**src/rtl/elevator_pkg.sv**
```systemverilog
// Shared types, widths and helpers for the elevator controller.
package elevator_pkg;

    localparam int unsigned FLOOR_W          = 4;
    localparam int unsigned MAX_FLOORS       = 16;
    localparam int unsigned DEF_NUM_FLOORS   = 10;
    localparam int unsigned DEF_TRAVEL_TICKS = 3;
    localparam int unsigned DEF_DOOR_TICKS   = 4;

    typedef enum logic [1:0] {
        S_IDLE,
        S_MOVE_UP,
        S_MOVE_DOWN,
        S_DOOR_OPEN
    } state_e;

    typedef enum logic {
        DIR_DOWN = 1'b0,
        DIR_UP   = 1'b1
    } dir_e;

    // True when any call is latched strictly above floor f.
    function automatic logic calls_above(input logic [MAX_FLOORS-1:0] p,
                                         input logic [FLOOR_W-1:0]    f);
        logic hit;
        hit = 1'b0;
        for (int i = 0; i < int'(MAX_FLOORS); i++) begin
            if (i > int'(f) && p[i]) hit = 1'b1;
        end
        return hit;
    endfunction

    // True when any call is latched strictly below floor f.
    function automatic logic calls_below(input logic [MAX_FLOORS-1:0] p,
                                         input logic [FLOOR_W-1:0]    f);
        logic hit;
        hit = 1'b0;
        for (int i = 0; i < int'(MAX_FLOORS); i++) begin
            if (i < int'(f) && p[i]) hit = 1'b1;
        end
        return hit;
    endfunction

endpackage

```
**src/rtl/elevator_controller_tick_counter.sv**
```systemverilog
// Wrapping up-counter: done_c flags the terminal count TICKS-1; load restarts at zero.
module tick_counter #(
    parameter int unsigned TICKS = 4
) (
    input  logic clk,
    input  logic rst,
    input  logic load,
    input  logic enable,
    output logic done_c
);

    localparam int unsigned CNT_W = (TICKS > 1) ? $clog2(TICKS) : 1;

    logic [CNT_W-1:0] count_q;
    logic [CNT_W-1:0] count_d;

    assign done_c = (count_q == CNT_W'(TICKS - 1));

    always_comb begin
        count_d = count_q;
        if (load) begin
            count_d = '0;
        end else if (enable) begin
            count_d = done_c ? '0 : count_q + CNT_W'(1);
        end
    end

    always_ff @(posedge clk) begin
        if (rst) count_q <= '0;
        else     count_q <= count_d;
    end

endmodule

```
**src/rtl/elevator_controller.sv**
```systemverilog
// SCAN-order elevator controller with latched calls, travel and door timers.
// Optional emergency stop input is added when ELEVATOR_ESTOP_EN is defined.
module elevator_controller
    import elevator_pkg::*;
#(
    parameter int unsigned NUM_FLOORS   = DEF_NUM_FLOORS,
    parameter int unsigned TRAVEL_TICKS = DEF_TRAVEL_TICKS,
    parameter int unsigned DOOR_TICKS   = DEF_DOOR_TICKS
) (
    input  logic                  clk,
    input  logic                  rst,
`ifdef ELEVATOR_ESTOP_EN
    input  logic                  estop,
`endif
    input  logic [NUM_FLOORS-1:0] call_req,
    output logic [FLOOR_W-1:0]    floor,
    output logic                  moving_up,
    output logic                  moving_down,
    output logic                  door_open,
    output logic [NUM_FLOORS-1:0] pending
);

    state_e                  state_q, state_d;
    dir_e                    dir_q, dir_d;
    logic [FLOOR_W-1:0]      floor_q, floor_d;
    logic [NUM_FLOORS-1:0]   pending_q, pending_d;
    logic                    moving_up_q, moving_up_d;
    logic                    moving_down_q, moving_down_d;
    logic                    door_open_q, door_open_d;

    logic [MAX_FLOORS-1:0]   pend16;
    logic                    creq_here;
    logic                    frz_c;
    logic                    clr_en;
    logic [FLOOR_W-1:0]      clr_idx;
    logic                    trav_load, trav_en, trav_done_c;
    logic                    door_load, door_en, door_done_c;

`ifdef ELEVATOR_ESTOP_EN
    assign frz_c = estop;
`else
    assign frz_c = 1'b0;
`endif

    assign pend16 = MAX_FLOORS'(pending_q);

    // Button currently pressed at the cabin's own floor.
    always_comb begin
        creq_here = 1'b0;
        for (int i = 0; i < int'(NUM_FLOORS); i++) begin
            if (int'(floor_q) == i) creq_here = call_req[i];
        end
    end

    tick_counter #(.TICKS(TRAVEL_TICKS)) u_travel_cnt (
        .clk    (clk),
        .rst    (rst),
        .load   (trav_load),
        .enable (trav_en),
        .done_c (trav_done_c)
    );

    tick_counter #(.TICKS(DOOR_TICKS)) u_door_cnt (
        .clk    (clk),
        .rst    (rst),
        .load   (door_load),
        .enable (door_en),
        .done_c (door_done_c)
    );

    always_ff @(posedge clk) begin
        if (rst) begin
            state_q       <= S_IDLE;
            dir_q         <= DIR_UP;
            floor_q       <= '0;
            pending_q     <= '0;
            moving_up_q   <= 1'b0;
            moving_down_q <= 1'b0;
            door_open_q   <= 1'b0;
        end else begin
            state_q       <= state_d;
            dir_q         <= dir_d;
            floor_q       <= floor_d;
            pending_q     <= pending_d;
            moving_up_q   <= moving_up_d;
            moving_down_q <= moving_down_d;
            door_open_q   <= door_open_d;
        end
    end

    // Next state, floor, direction, timer control and call latching.
    always_comb begin
        state_d   = state_q;
        dir_d     = dir_q;
        floor_d   = floor_q;
        clr_en    = 1'b0;
        clr_idx   = floor_q;
        trav_load = 1'b0;
        door_load = 1'b0;
        trav_en   = !frz_c && (state_q == S_MOVE_UP || state_q == S_MOVE_DOWN);
        door_en   = !frz_c && (state_q == S_DOOR_OPEN);

        if (!frz_c) begin
            unique case (state_q)
                S_IDLE: begin
                    if (pend16[floor_q]) begin
                        state_d   = S_DOOR_OPEN;
                        clr_en    = 1'b1;
                        door_load = 1'b1;
                    end else if (calls_above(pend16, floor_q) &&
                                 (dir_q == DIR_UP || !calls_below(pend16, floor_q))) begin
                        state_d   = S_MOVE_UP;
                        dir_d     = DIR_UP;
                        trav_load = 1'b1;
                    end else if (calls_below(pend16, floor_q)) begin
                        state_d   = S_MOVE_DOWN;
                        dir_d     = DIR_DOWN;
                        trav_load = 1'b1;
                    end
                end
                S_MOVE_UP: begin
                    if (trav_done_c) begin
                        floor_d = floor_q + FLOOR_W'(1);
                        if (pend16[floor_d]) begin
                            state_d   = S_DOOR_OPEN;
                            clr_en    = 1'b1;
                            clr_idx   = floor_d;
                            door_load = 1'b1;
                        end else if (!calls_above(pend16, floor_d)) begin
                            state_d = S_IDLE;
                        end
                    end
                end
                S_MOVE_DOWN: begin
                    if (trav_done_c) begin
                        floor_d = floor_q - FLOOR_W'(1);
                        if (pend16[floor_d]) begin
                            state_d   = S_DOOR_OPEN;
                            clr_en    = 1'b1;
                            clr_idx   = floor_d;
                            door_load = 1'b1;
                        end else if (!calls_below(pend16, floor_d)) begin
                            state_d = S_IDLE;
                        end
                    end
                end
                S_DOOR_OPEN: begin
                    if (creq_here) begin
                        door_load = 1'b1;
                    end else if (door_done_c) begin
                        if (dir_q == DIR_UP && calls_above(pend16, floor_q)) begin
                            state_d   = S_MOVE_UP;
                            trav_load = 1'b1;
                        end else if (dir_q == DIR_DOWN && calls_below(pend16, floor_q)) begin
                            state_d   = S_MOVE_DOWN;
                            trav_load = 1'b1;
                        end else if (dir_q == DIR_UP && calls_below(pend16, floor_q)) begin
                            state_d   = S_MOVE_DOWN;
                            dir_d     = DIR_DOWN;
                            trav_load = 1'b1;
                        end else if (dir_q == DIR_DOWN && calls_above(pend16, floor_q)) begin
                            state_d   = S_MOVE_UP;
                            dir_d     = DIR_UP;
                            trav_load = 1'b1;
                        end else begin
                            state_d = S_IDLE;
                        end
                    end
                end
            endcase
        end

        // A served floor's clear wins over a press on the same edge.
        pending_d = pending_q;
        for (int i = 0; i < int'(NUM_FLOORS); i++) begin
            if (call_req[i] && !(state_q == S_DOOR_OPEN && int'(floor_q) == i))
                pending_d[i] = 1'b1;
            if (clr_en && int'(clr_idx) == i)
                pending_d[i] = 1'b0;
        end
    end

    // Moore outputs, registered from the next state.
    always_comb begin
        moving_up_d   = (state_d == S_MOVE_UP)   && !frz_c;
        moving_down_d = (state_d == S_MOVE_DOWN) && !frz_c;
        door_open_d   = (state_d == S_DOOR_OPEN);
    end

    assign floor       = floor_q;
    assign pending     = pending_q;
    assign moving_up   = moving_up_q;
    assign moving_down = moving_down_q;
    assign door_open   = door_open_q;

endmodule

```
**config.mk**
```make
export PLATFORM = sky130hd
export DESIGN_NAME = elevator_controller
export DESIGN_NICKNAME = d
export VERILOG_FILES = /design/src/rtl/elevator_pkg.sv /design/src/rtl/elevator_controller_tick_counter.sv /design/src/rtl/elevator_controller.sv
export SDC_FILE = /design/constraint.sdc
export NUM_CORES = 1
export LEC_CHECK = 0
export BUFFER_PORTS_ARGS = -buffer_cell sky130_fd_sc_hd__buf_2
export CAP_MARGIN = 20
export CORE_ASPECT_RATIO = 1.2
export CORE_MARGIN = 3
export CORE_UTILIZATION = 50
export DETAILED_ROUTE_END_ITERATION = 16
export GPL_TIMING_DRIVEN = 0
export PLACE_DENSITY = 0.79
export SYNTH_ARGS = -nofsm -noshare
export SYNTH_HDL_FRONTEND = slang
export SYNTH_HIERARCHICAL = 1
export SYNTH_SLANG_ARGS = --single-unit
```
**constraint.sdc**
```tcl
create_clock -name clk -period 4.4 [get_ports clk]
set_input_delay 1.1 -clock clk [delete_from_list [all_inputs] [get_ports clk]]
set_output_delay 1.1 -clock clk [all_outputs]
set_load 0.05 [all_outputs]
```
Word-level counts from Yosys, hierarchy flattened
Index checks and enable logic that the tools add are counted.
Widths: inputs -> output; s select.
{"block": "classes", "addsub": 4, "magnitude_cmp": 41, "eq_ne": 35, "muxes": 139, "bitwise": 1, "n_reduce_logical": 105}
{"op": "$mux 1", "count": 107}
{"op": "$logic_and 1x1->1", "count": 73}
{"op": "$eq 4x4->1 const B", "count": 12}
{"op": "$gt 3x4->1 const A", "count": 8}
{"op": "$lt 3x4->1 const A", "count": 8}
{"op": "$mux 2", "count": 16}
{"op": "$mux 4", "count": 6}
{"op": "$reduce_or 2->1", "count": 12}
{"op": "$eq 4x3->1 const B", "count": 4}
{"op": "$gt 2x4->1 const A", "count": 4}
{"op": "$gt 4x4->1 const A", "count": 4}
{"op": "$lt 1x4->1 const A", "count": 4}
{"op": "$lt 2x4->1 const A", "count": 4}
{"op": "$lt 4x4->1 const A", "count": 4}
{"op": "$pmux 4 s2", "count": 2}
{"op": "$lt 4x5->1 const B", "count": 3}
{"op": "$bmux 1 s4", "count": 3}
{"op": "$eq 2x2->1 const B", "count": 6}
{"op": "$logic_not 1->1", "count": 11}
{"op": "$eq 4x2->1 const B", "count": 2}
{"op": "$gt 1x4->1 const A", "count": 2}
{"op": "$logic_not 4->1", "count": 2}
{"op": "$ne 2x2->1 const B", "count": 4}
{"op": "$pmux 2 s4", "count": 1}
{"op": "16 further kinds", "count": 23}
{"block": "word_totals", "reg_bits": 24, "inputBits": 12}

Depth between registers and ports, before layout
{"block": "logic_depth", "word_depth": 41, "mapped_depth": 12}

Cells and area by module
Netlist, hierarchy kept.
{"module": "elevator_controller", "n_inst": 1, "cells_per_inst": 334, "area_each_um2": 2577.5, "seq_area_each_um2": 400.4}
{"module": "tick_counter (u_travel_cnt)", "n_inst": 1, "cells_per_inst": 9, "area_each_um2": 97.6, "seq_area_each_um2": 40.0}
{"module": "tick_counter (u_door_cnt)", "n_inst": 1, "cells_per_inst": 8, "area_each_um2": 95.1, "seq_area_each_um2": 40.0}

Least setup slack after synthesis
No wires, ideal clock.
{"block": "synth_path", "kind": "register to register", "startpoint": "reg floor_q[1], in the netlist floor[1]", "endpoint": "reg door_open_q, in the netlist door_open", "t_arrival_ns": 3.479, "slack_ns": 0.790, "stages_incl_launch_ff": 11, "n_path_buf": 2, "period_less_slack_ns": 3.610, "cell_sequence": "dfxtp_1 > clkbuf_1 > inv_1 > ha_1 > buf_6 > mux4_2 > a32o_1 > or2_4 > a311o_1 > o311ai_2 > nor3b_1"}
{"block": "synth_between", "elab_chain_len": 26}
{"element": "start, declared", "line_no": "elevator_controller.sv:25", "text": "logic [FLOOR_W-1:0] floor_q, floor_d;"}
{"element": "start signal, assigned", "line_no": "elevator_controller.sv:83", "text": "floor_q <= floor_d;"}
{"element": "$gt 1x4->1", "line_no": "elevator_pkg.sv:28", "text": "if (i > int'(f) && p[i]) hit = 1'b1;"}
{"element": "$logic_and 1x1->1", "line_no": "elevator_pkg.sv:28"}
{"element": "$mux 1 (9 in series)", "line_no": "elevator_pkg.sv:28"}
{"element": "$mux 1", "line_no": "elevator_controller.sv:157", "text": "end else if (dir_q == DIR_UP && calls_below(pend16, floor_q)) begin"}
{"element": "$mux 1", "line_no": "elevator_controller.sv:154", "text": "end else if (dir_q == DIR_DOWN && calls_below(pend16, floor_q)) begin"}
{"element": "$mux 1", "line_no": "elevator_controller.sv:151", "text": "if (dir_q == DIR_UP && calls_above(pend16, floor_q)) begin"}
{"element": "$mux 1", "line_no": "elevator_controller.sv:150", "text": "end else if (door_done_c) begin"}
{"element": "$mux 1", "line_no": "elevator_controller.sv:148", "text": "if (creq_here) begin"}
{"element": "(+2 left out)"}
{"element": "$mux 1", "line_no": "elevator_controller.sv:161", "text": "end else if (dir_q == DIR_DOWN && calls_above(pend16, floor_q)) begin"}
{"element": "$mux 2", "line_no": "elevator_controller.sv:157"}
{"element": "$mux 2", "line_no": "elevator_controller.sv:154"}
{"element": "$mux 2", "line_no": "elevator_controller.sv:151"}
{"element": "$mux 2", "line_no": "elevator_controller.sv:150"}
{"element": "$mux 2", "line_no": "elevator_controller.sv:148"}
{"element": "$pmux 2 s4 (*)", "line_no": "elevator_controller.sv:104", "text": "unique case (state_q)"}
{"element": "$eq 2x2->1 (*)", "line_no": "elevator_controller.sv:187", "text": "door_open_d = (state_d == S_DOOR_OPEN);"}
{"element": "end signal, assigned", "line_no": "elevator_controller.sv:87", "text": "door_open_q <= door_open_d;"}
{"element": "end, declared", "line_no": "elevator_controller.sv:29", "text": "logic door_open_q, door_open_d;"}
Every way passes the cells marked *; elsewhere a longest branch is shown, timed or not. The select of a mux whose other input is x is not followed.
A chain may end at the register's enable or synchronous reset.

Worst setup path after layout
{"block": "layout_path", "startpoint": "reg floor_q[1], in the netlist floor[1]", "endpoint": "reg pending_q[2], in the netlist pending[2]"}
{"block": "layout_between", "elab_chain_len": 9}
{"element": "$sub 4x1->4 or $add 4x1->4 (tied branches)", "line_no": "elevator_controller.sv:136, elevator_controller.sv:123"}
{"element": "$bmux 1 s4 (on tied branches)", "line_no": "elevator_controller.sv:137, elevator_controller.sv:124"}
{"element": "$mux 1 (on tied branches)", "line_no": "elevator_controller.sv:137, elevator_controller.sv:124"}
{"element": "$mux 4 (on tied branches)", "line_no": "elevator_controller.sv:137, elevator_controller.sv:124"}
{"element": "$mux 4 (on tied branches)", "line_no": "elevator_controller.sv:135, elevator_controller.sv:122"}
{"element": "$pmux 4 s2", "line_no": "elevator_controller.sv:104"}
{"element": "$eq 4x3->1", "line_no": "elevator_controller.sv:178", "text": "if (clr_en && int'(clr_idx) == i)"}
{"element": "$logic_and 1x1->1", "line_no": "elevator_controller.sv:178"}
{"element": "$reduce_or 2->1 (no source line)"}
{"element": "end signal, assigned", "line_no": "elevator_controller.sv:84", "text": "pending_q <= pending_d;"}
{"element": "end, declared", "line_no": "elevator_controller.sv:26", "text": "logic [NUM_FLOORS-1:0] pending_q, pending_d;"}
Parallel ways exist; a longest one is shown, timed or not. The select of a mux whose other input is x is not followed.

==> results_dict.tcl <==
set metrics [dict create \
    cts_tree "done" \
    cts_setup_buffers 0 \
    drt_iter0_markers 529 \
    pin_count 29 \
    start_util 0.519 \
    synth_top_area_frac 0.173 \
    setup_tns_ps 0 \
    yosysUniqueCellTypes 75 \
    port_buffers 28 \
    coreArea_um2 5330 \
    synthesis.nets 376 \
    slew_headroom 0.469 \
    ys_seq_area_frac 0.173 \
    cts-root-buf "clkbuf_8" \
    startpoint_type "flop" \
    postCtsHoldBufs 0 \
    clk_latency_ps 270 \
    drtPass1Iterations 5 \
    synthCells 351 \
    layout-drive-gt1-share 0.172 \
    cp.required_ps 4530 \
    min_period_ps 4040 \
    place_congestion 1.02 \
    synth_edf_count 0 \
    wirelength_mm 8.75 \
    ys_warn_count 6 \
    cts-resized-gates 0 \
    grt_overflow 0 \
    peakVddDrop_v 0.000247 \
    cts_buffers 3 \
    fin_util 0.574 \
    critPathArrivalTime_ps 4170 \
    netlist_area_um2 2770 \
    grt_pass1_vias 2796 \
    fp.dieH_um 87.5 \
    grt_max_degree 15 \
    synthArstFlopShare 0 \
    fin_area_um2 3060 \
    diodes 0 \
    finalSetupViolations 0 \
    cap_violations 0 \
    chipWidth_um 73.9 \
    grt_usage 0.270 \
    worst-setup-path-type "flop to flop" \
    place_area_um2 2990 \
    synth_top_cell_by_area "dfxtp_1" \
    path_max_fanout 10 \
    syn_to_final_growth_pct 10.4 \
    rows 29 \
    hold_viol_final 0 \
    grt_pass1_wl_mm 13.7 \
    pre_cts_slack_ps 532 \
    grt_setup_unrepaired "false" \
    slew_violations 0 \
    dieArea_um2 6470 \
    hold_class "flop to flop" \
    htree_levels 1 \
    syn_avg_cell_area_um2 7.89 \
    ant_nets 0 \
    fmax_mhz 248 \
    period_share 0.918 \
    skew_ps 3.97 \
    clk_pin_slew_ps 100 \
    nets 409 \
    multiInputGateArea_um2 2060 \
    fillers 534 \
    p_per_area_nw_per_um2 368 \
    status "finished clean" \
    worst_slack_ps 361 \
    ys_ff_latch 24 \
    seq_area_um2 480 \
    vias 3136 \
    clk_path_buf_depth 2 \
    vias_per_cell 7.05 \
    drc 0 \
    dpl.hpwl_mm 6.56 \
    leakage_uw 0.00118 \
    synthTopCellsByArea "dfxtp_1, ha_1, o21ai_0, mux4_2, a41oi_1" \
    clock-sinks 24 \
    cp-end-kind "flop" \
    post_drt_wl_per_cell_um 19.7 \
    worst_slew_pin_slew_ps 786 \
    antenna_found_initial 0 \
    ys.flop_type "dfxtp_1" \
]
## power by group
group	leakage (µW)	internal, µW	switching [µW]
logic	0.000946	219	412
registers	0.000198	254	38.1
clock network	0.0000357	122	81.1
## worst paths after layout
path                    startpoint                     to  slack, ps  depth (start not counted)
max                       floor[1]             pending[2]        360                         11
min          u_door_cnt/count_q[0]  u_door_cnt/count_q[0]        520                          2
max reg2reg               floor[1]             pending[2]        360                         11
min reg2reg  u_door_cnt/count_q[0]  u_door_cnt/count_q[0]        520                          2
## layout make-up
cell class	instances	area share
Inverter	26	0.0319
Clock inverter	1	0.00982
Multi-Input combinational cell	273	0.674
Timing Repair Buffer	28	0.0458
Tap cell	62	0.0254
Clock buffer	3	0.0135
Buffer	28	0.0421
Sequential cell	24	0.157
## cell families (layout without fill, tap and decap cells)
group	after synthesis	in the layout	share of synthesized area
xor gates and xnor gates	7	7	0.0289
AOI/OAI and AO/OA	139	139	0.380
muxes	10	10	0.0637
adders and majority gates	13	13	0.0587
DFF	24	24	0.173
buffers and inverters	54	86	0.0818
and+or+nand+nor	104	104	0.213
## registers in the layout, summed over array words and instances (netlist names)
| name | cells |
|---|---|
| dir_q | 1 |
| moving_up | 1 |
| moving_down | 1 |
| door_open | 1 |
| u_travel_cnt/count_q | 2 |
| floor | 4 |
| state_q | 2 |
| u_door_cnt/count_q | 2 |
| pending | 10 |
## cells in the mapped netlist (3+ instances only)
library cell / number
a211oi_1: 5
a21o_1: 4
a21oi_1: 18
a22oi_1: 4
a31oi_1: 12
a41oi_1: 13
buf_2: 4
clkbuf_1: 19
dfxtp_1: 24
ha_1: 13
inv_1: 24
mux2i_1: 3
mux4_2: 6
nand2_1: 24
nand2b_1: 9
nand3_1: 6
nor2_1: 15
nor2b_1: 12
nor3_1: 9
nor3b_1: 3
nor4_1: 3
o2111ai_1: 3
o211ai_1: 3
o21a_1: 4
o21ai_0: 27
o221ai_1: 3
o22a_1: 3
o31a_1: 3
o31ai_1: 4
or3b_1: 3
xnor2_1: 6
## metal layers
metal / vias to the layer above / track usage / wire, µm
li1: 1408 / - / -
met3: 67 / 0.0321 / 883
met2: 226 / 0.450 / 4050
met5: - / 0 / 0
met4: 0 / 0.129 / 515
met1: 1435 / 0.342 / 3300
## worst max-delay path: stages, from the launching register on
cell and delay (ps):
dfxtp_1 480, clkbuf_1 450, inv_1 290, ha_1 250, clkbuf_1 240, xnor2_1 440
mux2i_1 420, o32ai_2 180, and2_4 210, and4_1 230, a2111oi_4 500, a41oi_1 190
## cells in the final DEF (no fill, tap or decap), types with 9 or more instances in the layout
cell,n
nand2b_1,9
nor2_1,15
ha_1,13
nor3_1,9
clkbuf_1,19
inv_1,24
nor2b_1,12
a21oi_1,18
o21ai_0,27
nand2_1,24
a41oi_1,13
buf_2,32
a31oi_1,12
dfxtp_1,24
## metrics by stage
| step | std cells | power [µW] | hold WS, ps |
|---|---|---|---|
| final | 445 | 1130 | 518 |
| after global placement | 441 | 898 | 486 |
| after global routing | 445 | 1190 | 536 |
| after floorplan | 351 | 767 | 459 |
| after detailed placement | 441 | 911 | 506 |
| after CTS | 445 | 1110 | 521 |
Power figures use the tool's default switching activity.
